[src/rtl/eth_top.sv]
// rtl/eth_top.sv - RMII Ethernet frame generator and checker with status display.
//
// Ports:
//   clk_p           50 MHz clock and RMII reference; clk_n is unused.
//   rst_top         asynchronous active-high reset; o_erstn = ~rst_top drives the PHY.
//   o_etxd/o_etx_en RMII transmit dibit and enable.
//   i_erxd/i_erx_dv/i_erx_er  RMII receive dibit, data valid and error.
//   i_dip           low two bytes of the source MAC.
//   GPIO_SW_C       send-frame button. The other switches are unused.
//   o_led/redled    good-frame count, tx busy, last-frame-bad, any-bad indicator.
//   CA..CG/DP/AN    single seven-segment digit showing the good count low nibble.
//   The MDIO, UART, SD, VGA and PS2 pins are tied to fixed idle levels.
module eth_top (
    input  logic       clk_p,
    input  logic       clk_n,
    input  logic       rst_top,
    output logic       o_erefclk,
    output logic [1:0] o_etxd,
    output logic       o_etx_en,
    input  logic [1:0] i_erxd,
    input  logic       i_erx_dv,
    input  logic       i_erx_er,
    output logic       o_erstn,
    output logic       o_emdc,
    inout  wire        io_emdio,
    input  logic       i_emdint,
    input  logic [15:0] i_dip,
    input  logic       GPIO_SW_C,
    input  logic       GPIO_SW_W,
    input  logic       GPIO_SW_E,
    input  logic       GPIO_SW_N,
    input  logic       GPIO_SW_S,
    output logic [9:0] o_led,
    output logic       redled,
    output logic       CA,
    output logic       CB,
    output logic       CC,
    output logic       CD,
    output logic       CE,
    output logic       CF,
    output logic       CG,
    output logic       DP,
    output logic [7:0] AN,
    output logic       uart_tx,
    output logic       uart_rts,
    input  logic       uart_rx,
    input  logic       uart_cts,
    output logic       sd_sclk,
    output logic       sd_reset,
    inout  wire        sd_cmd,
    inout  wire  [3:0] sd_dat,
    input  logic       sd_detect,
    output logic       VGA_HS_O,
    output logic       VGA_VS_O,
    output logic [3:0] VGA_RED_O,
    output logic [3:0] VGA_GREEN_O,
    output logic [3:0] VGA_BLUE_O,
    inout  wire        PS2_CLK,
    inout  wire        PS2_DATA
);
    // Reflected CRC-32 (poly 0xEDB88320), one byte per call.
    function automatic logic [31:0] crc32_byte(input logic [31:0] c, input logic [7:0] d);
        logic [31:0] r;
        r = c ^ {24'h0, d};
        for (int i = 0; i < 8; i++)
            r = r[0] ? ((r >> 1) ^ 32'hEDB8_8320) : (r >> 1);
        return r;
    endfunction

    assign o_erefclk   = clk_p;
    assign o_erstn     = ~rst_top;
    assign o_emdc      = 1'b0;
    assign io_emdio    = 1'bz;
    assign uart_tx     = 1'b1;
    assign uart_rts    = 1'b0;
    assign sd_sclk     = 1'b0;
    assign sd_reset    = 1'b1;
    assign sd_cmd      = 1'bz;
    assign sd_dat      = 4'bzzzz;
    assign VGA_HS_O    = 1'b0;
    assign VGA_VS_O    = 1'b0;
    assign VGA_RED_O   = 4'h0;
    assign VGA_GREEN_O = 4'h0;
    assign VGA_BLUE_O  = 4'h0;
    assign PS2_CLK     = 1'bz;
    assign PS2_DATA    = 1'bz;

    logic unused_ok;
    assign unused_ok = &{1'b0, clk_n, i_emdint, GPIO_SW_W, GPIO_SW_E, GPIO_SW_N,
                         GPIO_SW_S, uart_rx, uart_cts, sd_detect};

    // ---------------- transmitter ----------------
    // tx_cnt is the boot delay in BOOT, the dibit index (0..287) in SEND and
    // the inter-frame gap in GAP.
    typedef enum logic [1:0] {TX_BOOT, TX_IDLE, TX_SEND, TX_GAP} tx_state_t;
    tx_state_t   tx_state, tx_next;
    logic [8:0]  tx_cnt;
    logic [31:0] tx_crc;
    logic [7:0]  tx_byte;
    logic [6:0]  tx_idx;
    logic        sw_s1, sw_s2, sw_s3, sw_rise;

    assign tx_idx  = tx_cnt[8:2];
    assign sw_rise = sw_s2 & ~sw_s3;

    always_ff @(posedge clk_p or posedge rst_top) begin
        if (rst_top) tx_state <= TX_BOOT;
        else         tx_state <= tx_next;
    end

    always_comb begin
        tx_next = tx_state;
        case (tx_state)
            TX_BOOT: if (tx_cnt == 9'd15)  tx_next = TX_SEND;
            TX_IDLE: if (sw_rise)          tx_next = TX_SEND;
            TX_SEND: if (tx_cnt == 9'd287) tx_next = TX_GAP;
            TX_GAP:  if (tx_cnt == 9'd47)  tx_next = TX_IDLE;
            default:                       tx_next = TX_IDLE;
        endcase
    end

    always_comb begin
        o_etx_en = (tx_state == TX_SEND);
        o_etxd   = o_etx_en ? tx_byte[{tx_cnt[1:0], 1'b0} +: 2] : 2'b00;
    end

    always_ff @(posedge clk_p or posedge rst_top) begin
        if (rst_top) begin
            tx_cnt <= 9'd0;
            tx_crc <= 32'hFFFF_FFFF;
            sw_s1  <= 1'b0;
            sw_s2  <= 1'b0;
            sw_s3  <= 1'b0;
        end else begin
            sw_s1 <= GPIO_SW_C;
            sw_s2 <= sw_s1;
            sw_s3 <= sw_s2;
            if (tx_next != tx_state || tx_state == TX_IDLE) tx_cnt <= 9'd0;
            else                                             tx_cnt <= tx_cnt + 9'd1;
            // The FCS covers destination through payload (bytes 8..67) and is
            // stable while bytes 68..71 are shifted out.
            if (tx_state != TX_SEND)
                tx_crc <= 32'hFFFF_FFFF;
            else if (tx_cnt[1:0] == 2'b11 && tx_idx >= 7'd8 && tx_idx <= 7'd67)
                tx_crc <= crc32_byte(tx_crc, tx_byte);
        end
    end

    always_comb begin
        tx_byte = 8'h00;
        if (tx_idx < 7'd7)        tx_byte = 8'h55;
        else if (tx_idx == 7'd7)  tx_byte = 8'hD5;
        else if (tx_idx < 7'd14)  tx_byte = 8'hFF;
        else if (tx_idx == 7'd14) tx_byte = 8'h02;
        else if (tx_idx == 7'd18) tx_byte = i_dip[15:8];
        else if (tx_idx == 7'd19) tx_byte = i_dip[7:0];
        else if (tx_idx == 7'd20) tx_byte = 8'h88;
        else if (tx_idx == 7'd21) tx_byte = 8'hB5;
        else if (tx_idx >= 7'd22 && tx_idx <= 7'd67) tx_byte = {1'b0, tx_idx} - 8'd22;
        else if (tx_idx >= 7'd68) tx_byte = ~tx_crc[{tx_idx[1:0], 3'b000} +: 8];
    end

    // ---------------- receiver ----------------
    typedef enum logic [1:0] {RX_IDLE, RX_HUNT, RX_DATA} rx_state_t;
    rx_state_t   rx_state, rx_next;
    logic [5:0]  rx_sh;
    logic [1:0]  rx_dib;
    logic [10:0] rx_bytes;
    logic [31:0] rx_crc;
    logic        rx_err, rx_end, rx_good, rx_last_bad;
    logic [15:0] good_cnt, bad_cnt;

    always_ff @(posedge clk_p or posedge rst_top) begin
        if (rst_top) rx_state <= RX_IDLE;
        else         rx_state <= rx_next;
    end

    always_comb begin
        rx_next = rx_state;
        case (rx_state)
            RX_IDLE: if (i_erx_dv) rx_next = (i_erxd == 2'b11) ? RX_DATA : RX_HUNT;
            RX_HUNT: if (!i_erx_dv) rx_next = RX_IDLE;
                     else if (i_erxd == 2'b11) rx_next = RX_DATA;
            RX_DATA: if (!i_erx_dv) rx_next = RX_IDLE;
            default: rx_next = RX_IDLE;
        endcase
    end

    always_comb begin
        rx_end  = (rx_state != RX_IDLE) && !i_erx_dv;
        rx_good = (rx_bytes >= 11'd64) && (rx_bytes <= 11'd1518) &&
                  (rx_crc == 32'hDEBB_20E3) && !rx_err && (rx_dib == 2'd0);
    end

    always_ff @(posedge clk_p or posedge rst_top) begin
        if (rst_top) begin
            rx_sh       <= 6'd0;
            rx_dib      <= 2'd0;
            rx_bytes    <= 11'd0;
            rx_crc      <= 32'hFFFF_FFFF;
            rx_err      <= 1'b0;
            rx_last_bad <= 1'b0;
            good_cnt    <= 16'd0;
            bad_cnt     <= 16'd0;
        end else begin
            if (rx_state == RX_IDLE) begin
                rx_dib   <= 2'd0;
                rx_bytes <= 11'd0;
                rx_crc   <= 32'hFFFF_FFFF;
                rx_err   <= i_erx_dv & i_erx_er;
            end else if (i_erx_dv) begin
                rx_err <= rx_err | i_erx_er;
                if (rx_state == RX_DATA) begin
                    rx_sh  <= {i_erxd, rx_sh[5:2]};
                    rx_dib <= rx_dib + 2'd1;
                    if (rx_dib == 2'd3) begin
                        rx_crc <= crc32_byte(rx_crc, {i_erxd, rx_sh});
                        if (rx_bytes != 11'h7FF) rx_bytes <= rx_bytes + 11'd1;
                    end
                end
            end
            if (rx_end) begin
                rx_last_bad <= ~rx_good;
                if (rx_good) good_cnt <= good_cnt + 16'd1;
                else         bad_cnt  <= bad_cnt + 16'd1;
            end
        end
    end

    // ---------------- status display ----------------
    logic [6:0] seg;    // {g,f,e,d,c,b,a}, 1 = lit

    always_comb begin
        case (good_cnt[3:0])
            4'h0: seg = 7'h3F;  4'h1: seg = 7'h06;  4'h2: seg = 7'h5B;  4'h3: seg = 7'h4F;
            4'h4: seg = 7'h66;  4'h5: seg = 7'h6D;  4'h6: seg = 7'h7D;  4'h7: seg = 7'h07;
            4'h8: seg = 7'h7F;  4'h9: seg = 7'h6F;  4'hA: seg = 7'h77;  4'hB: seg = 7'h7C;
            4'hC: seg = 7'h39;  4'hD: seg = 7'h5E;  4'hE: seg = 7'h79;  default: seg = 7'h71;
        endcase
        {CG, CF, CE, CD, CC, CB, CA} = ~seg;
        DP     = 1'b1;
        AN     = 8'hFE;
        o_led  = {rx_last_bad, o_etx_en, good_cnt[7:0]};
        redled = (bad_cnt != 16'd0);
    end
endmodule

[config.mk]
export PLATFORM = sky130hd
export DESIGN_NAME = eth_top
export DESIGN_NICKNAME = d
export VERILOG_FILES = /design/src/rtl/eth_top.sv
export SDC_FILE = /design/constraint.sdc
export NUM_CORES = 1
export LEC_CHECK = 0
export CAP_MARGIN = 15
export CORE_ASPECT_RATIO = 1.2
export CORE_UTILIZATION = 51
export CTS_CLUSTER_DIAMETER = 60
export CTS_CLUSTER_SIZE = 30
export DETAILED_ROUTE_END_ITERATION = 10
export DONT_BUFFER_PORTS = 1
export PLACE_DENSITY_LB_ADDON = 0.1
export SETUP_SLACK_MARGIN = 0.4
export SLEW_MARGIN = 10
export SYNTH_ARGS = -nofsm -noshare
export SYNTH_HDL_FRONTEND = slang
export SYNTH_SLANG_ARGS = --single-unit
[constraint.sdc]
create_clock -name clk_p -period 3.4 [get_ports clk_p]
set_input_delay 0.17 -clock clk_p [delete_from_list [all_inputs] [get_ports clk_p]]
set_output_delay 0.17 -clock clk_p [all_outputs]
set_load 0.02 [all_outputs]
Word-level counts from Yosys, hierarchy flattened
Memories as Yosys holds them, arrays and structs flattened.
Index checks and enable logic that the tools add are counted.
{ "classes": {"addsub": 6, "n_lt_le_gt_ge": 8, "eq_ne": 24, "shifts": 2, "n_mux": 55, "bitwise_logic": 27, "reduce_logical": 28} }
{ "op_table": {"columns": ["op", "count"], "rows": [
  ["32-bit 2-to-1 mux", 22],
  ["13-bit NOT with 14-bit output", 16],
  ["8-bit 2-to-1 mux", 10],
  ["32-bit by 8-bit bitwise XOR with 32-bit output", 2],
  ["11-bit 2-to-1 mux", 5],
  ["16-bit by 1-bit adder with 16-bit output (second input constant)", 2],
  ["32-bit equality test (second input constant)", 1],
  ["32-bit by 6-bit indexed part select with 8-bit output", 1],
  ["7-bit by 5-bit equality test with 1-bit output (second input constant)", 4],
  ["2-bit 2-to-1 mux", 13],
  ["16-bit nonzero test", 1],
  ["2-bit equality test (second input constant)", 6],
  ["2-bit nonzero test", 6],
  ["11-bit by 1-bit adder with 11-bit output (second input constant)", 1],
  ["11-bit by 7-bit greater-or-equal comparator with 1-bit output (second input constant)", 1],
  ["11-bit <= comparator (second input constant)", 1],
  ["11-bit inequality test (second input constant)", 1],
  ["9-bit by 1-bit adder with 9-bit output (second input constant)", 1],
  ["9-bit by 4-bit equality test with 1-bit output (second input constant)", 1],
  ["9-bit by 6-bit equality test with 1-bit output (second input constant)", 1],
  ["9-bit equality test (second input constant)", 1],
  ["9-bit 2-to-1 mux", 1],
  ["3-bit AND reduction", 3],
  ["1-bit logical AND", 8],
  ["28 further kinds", 41]
]} }
{ "word_totals": {"register_bits": 133, "mem_bits_ro": 112, "input_bits": 32, "output_inout_bits": 59, "word_cells": 166, "n_memories": 1} }
{ "mem_list": {"columns": ["memory", "words", "width", "read_ports", "rd_clocked_by_memory_dff", "write_ports", "line_no", "source"], "rows": [
  ["(no name shown)", 16, 7, 1, 0, 0, "234", "case (good_cnt[3:0])"]
]} }

Longest topological paths before layout
{ "logic_depth": {"word_depth": 31, "ltp_mapped": 14, "depth_no_buf": 11} }

==> out/metrics.csv <==
stage,metric,value,unit
final_layout,nNetsFinal,955,
detailed_routing,wl_per_cell,17.5,um
synthesis,synth_area_per_cell,9.88,um2
outcome,outcome,completed,
pwr,p_int,4.33,mW
grt,grt_pass1_wl,32200,um
grt,overflow,0,
grt,grtUsageTotal,24.1,%
worst_setup_path,r2r_slack,0.27,ns
synthesis,ys_seq_area_share,37.6,%
synthesis,synthCells,863,
floorplanning,die_w,120,um
pwr,p_switching,2.18,mW
worst_setup_path,crit_path_top_delay_cell,or4b_4,
timing,drv_slew,0,
detailed_routing,drc,0,
pwr,p_per_area,648,nW/um2
detailed_routing,routed_wirelength,19800,um
timing,rsz0062_at_grt,true,
worst_setup_path,crit_arrival,3.48,ns
cts,cts_tree,done,
final_layout,area_delta_synth_final,17.9,%
timing,max_freq,319,MHz
cts,clkSinkCount,125,
grt,grt_max_degree,81,
worst_setup_path,startpoint_type,flop,
detailed_routing,drtAntennaViolNets,0,
synthesis,yosysWarnings,0,
timing,min_period_over_period,92.2,%
synthesis,yosys-top-cells-count,"107 x xnor2_1, 88 x nor2_1, 64 x dfstp_2, 61 x dfrtp_1, 58 x nand2_1",
pwr,power.leakage,4.08,nW
floorplanning,die_h,144,um
cts,clk_pin_slew,0.06,ns
placed_design,post_dp_cell_area,8700,um2
placed_design,placedCellCount,1060,
cts,htree_levels,4,
worst_setup_path,critPathRequiredTime,3.74,ns
synthesis,async_flop_share,100,%
floorplanning,start_util,52.4,%
timing,period_needed,3.13,ns
worst_setup_path,critPathKind,flop to flop,
pwr,ir_drop,0.755,mV
synthesis,synthTopCellsByArea,"dfstp_2 20%, dfrtp_1 18%, xnor2_1 11%",
detailed_routing,viasPerCell,5.57,
grt,grt_pass1_vias,6360,
timing,tightest_slew,1.04,ns
detailed_routing,vias,6312,
synthesis,yosysTopAreaCell,dfstp_2,
placed_design,gp_congestion,0.911,
timing,slew_headroom,30.0,%
synthesis,ys_types,84,
worst_setup_path,endpoint_kind,flop,
floorplanning,ios,91,
pwr,pwr-share-clk,31.8,%
pwr,p_comb_share,37.3,%
grt,antenna_found_initial,0,
final_layout,design_area,10100,um2
cts,cts_buffers,17,
placed_design,io_buffer_count,0,
min_path,min_path_type,input port to flop,
timing,finalHoldViolations,0,
flow_run,maxCapViolations,0,
pwr,seqPwrFrac,30.9,%
worst_setup_path,crit_path_max_fanout,5,
cts,clk_latency,0.43,ns
synthesis,synth_top_area_share,19.7,%
worst_setup_path,path_cells,or4b_4 > buf_12 > buf_4 > a21oi_4 > a2111oi_2 > a211o_1 > xor2_2 > buf_6 > buf_4 > xnor2_4 > xor2_4 > nor4_2 > a211oi_2,
placed_design,post-dp-hpwl,13700,um
worst_setup_path,worst_path_largest_cell_delay,0.54,ns
detailed_routing,drtPass1Iterations,4,
cts,cts-root-buf,clkbuf_16,
floorplanning,dieArea,17200,um2
detailed_routing,drtIter0Drc,328,
cts,clock_path_buffers,2,
synthesis,synth-seq-cells,125,
synthesis,synthMostInstantiatedCell,xnor2_1,
timing,fin_worst_skew,0.0114,ns
final_layout,instances_no_fill,1134,
final_layout,n_antenna_cell,0,
timing,finalSetupViolations,0,
worst_setup_path,crit_top_cell,buf_4,
synthesis,ys.flop_type,dfstp_2,
final_layout,layout-drive-gt1-share,28.2,%
timing,fin_setup_tns,0,ns
floorplanning,row_count,51,
synthesis,synth_edf_count,0,
synthesis,syn-cell-area,8530,um2
pwr,swShare,33.5,%
floorplanning,core,16300,um2
critical path: cells and delay by family, from the launching register on:
kind | cells | cell delay [ns]
buffers and inverters | 4 | 0.58
DFF | 1 | 0.40
AOI/OAI and AO/OA | 4 | 0.75
and+or+nand+nor | 2 | 0.62
xor gates and xnor gates | 3 | 0.70
layout make-up:
type,instances,area (um2)
clock buffer,18,429
clock inverter,14,240
fill,1377,6220
inverter,23,90.1
multi-input combinational,666,5130
sequential,125,3210
tap,212,265
timing repair buffer,76,686
per-stage QoR:
| step | hold slack [ns] | util [%] | total power [mW] | setup slack, ns |
|---|---|---|---|---|
| 3_3_place_gp | 0.162 | 53.5 | 4.41 | 0.180 |
| 4_1_cts | 0.00573 | 60.0 | 6.56 | 0.247 |
| 2_1_floorplan | 0.201 | - | 4.08 | 0.416 |
| 6_report | 0.0190 | 61.8 | 6.51 | 0.266 |
| 3_5_place_dp | 0.166 | 53.5 | 4.44 | 0.141 |
| 5_1_grt | 0.0212 | 61.8 | 6.87 | 0.138 |
per-layer routing:
| metal | up-vias | global-route usage (%) | part of all wire (%) |
|---|---|---|---|
| met5 | - | 0 | 0 |
| met4 | 0 | 13.0 | 3.3 |
| met3 | 48 | 4.25 | 3.9 |
| met2 | 156 | 41.1 | 52 |
| met1 | 3094 | 28.7 | 41 |
| li1 | 3014 | - | - |
what timing repair did:
action,in CTS,in global routing
setup buffers,19,17
gates resized for setup,39,24
hold buffers,6,0
pin swaps,19,29
setup endpoints to repair,25,27
endpoints found under the hold margin,17,0
power by group through the flow:
stage                     Combinational [mW]  Sequential, mW  Clock, mW
after floorplan                         2.08            1.97     0.0344
after global placement                  2.39            2.02          0
after detailed placement                2.41            2.03          0
after CTS                               2.44            2.01       2.11
after global routing                    2.66            2.04       2.17
final                                   2.43            2.01       2.07
state kept, by name (all words and copies together) (netlist names), 2 cells and up:
| register | cells |
|---|---|
| rx_crc | 32 |
| tx_crc | 32 |
| bad_cnt | 16 |
| rx_bytes | 11 |
| tx_cnt | 9 |
| good_cnt | 8 |
| rx_sh | 6 |
| rx_dib | 2 |
| rx_state | 2 |
| tx_state | 2 |
path summary, 6_finish.rpt:
path                       startpoint          to  cells after the start
setup / recovery            tx_cnt[5]  tx_crc[24]                     13
hold / removal               i_erx_dv   rx_dib[0]                      2
setup reg to reg            tx_cnt[5]  tx_crc[24]                     13
hold reg to reg                 sw_s1       sw_s2                      0
max in group asynchronous     rst_top   rx_crc[4]                      3
min in group asynchronous     rst_top       sw_s3                      2
cells by family (layout without fill, tap and decap cells):
kind of cell / after synthesis / after routing / synth area share (%)
AOI/OAI and AO/OA: 160 / 160 / 13.5
xor gates and xnor gates: 171 / 171 / 19.9
adders and majority gates: 14 / 14 / 2.05
buffers and inverters: 106 / 131 / 7.07
DFF: 125 / 125 / 37.6
muxes: 23 / 23 / 4.14
other: 2 / 36 / 0.0881
and+or+nand+nor: 262 / 262 / 15.6
cells in the final DEF (no fill, tap or decap), drive strengths merged, types with 14 or more instances in the layout:
| cell | synthesis | final |
|---|---|---|
| xnor2 | 119 | 119 |
| nor2 | 91 | 91 |
| buf | 57 | 70 |
| dfstp | 64 | 64 |
| dfrtp | 61 | 61 |
| nand2 | 58 | 58 |
| a21oi | 54 | 54 |
| xor2 | 50 | 50 |
| conb | 2 | 36 |
| o21ai | 27 | 27 |
| inv | 23 | 24 |
| o211ai | 21 | 21 |
| clkbuf | 26 | 18 |
| nand3 | 17 | 17 |
| nor3 | 17 | 17 |
| nand4 | 14 | 14 |
| ha | 14 | 14 |
No activity file was read; power rests on OpenSTA's default activity.
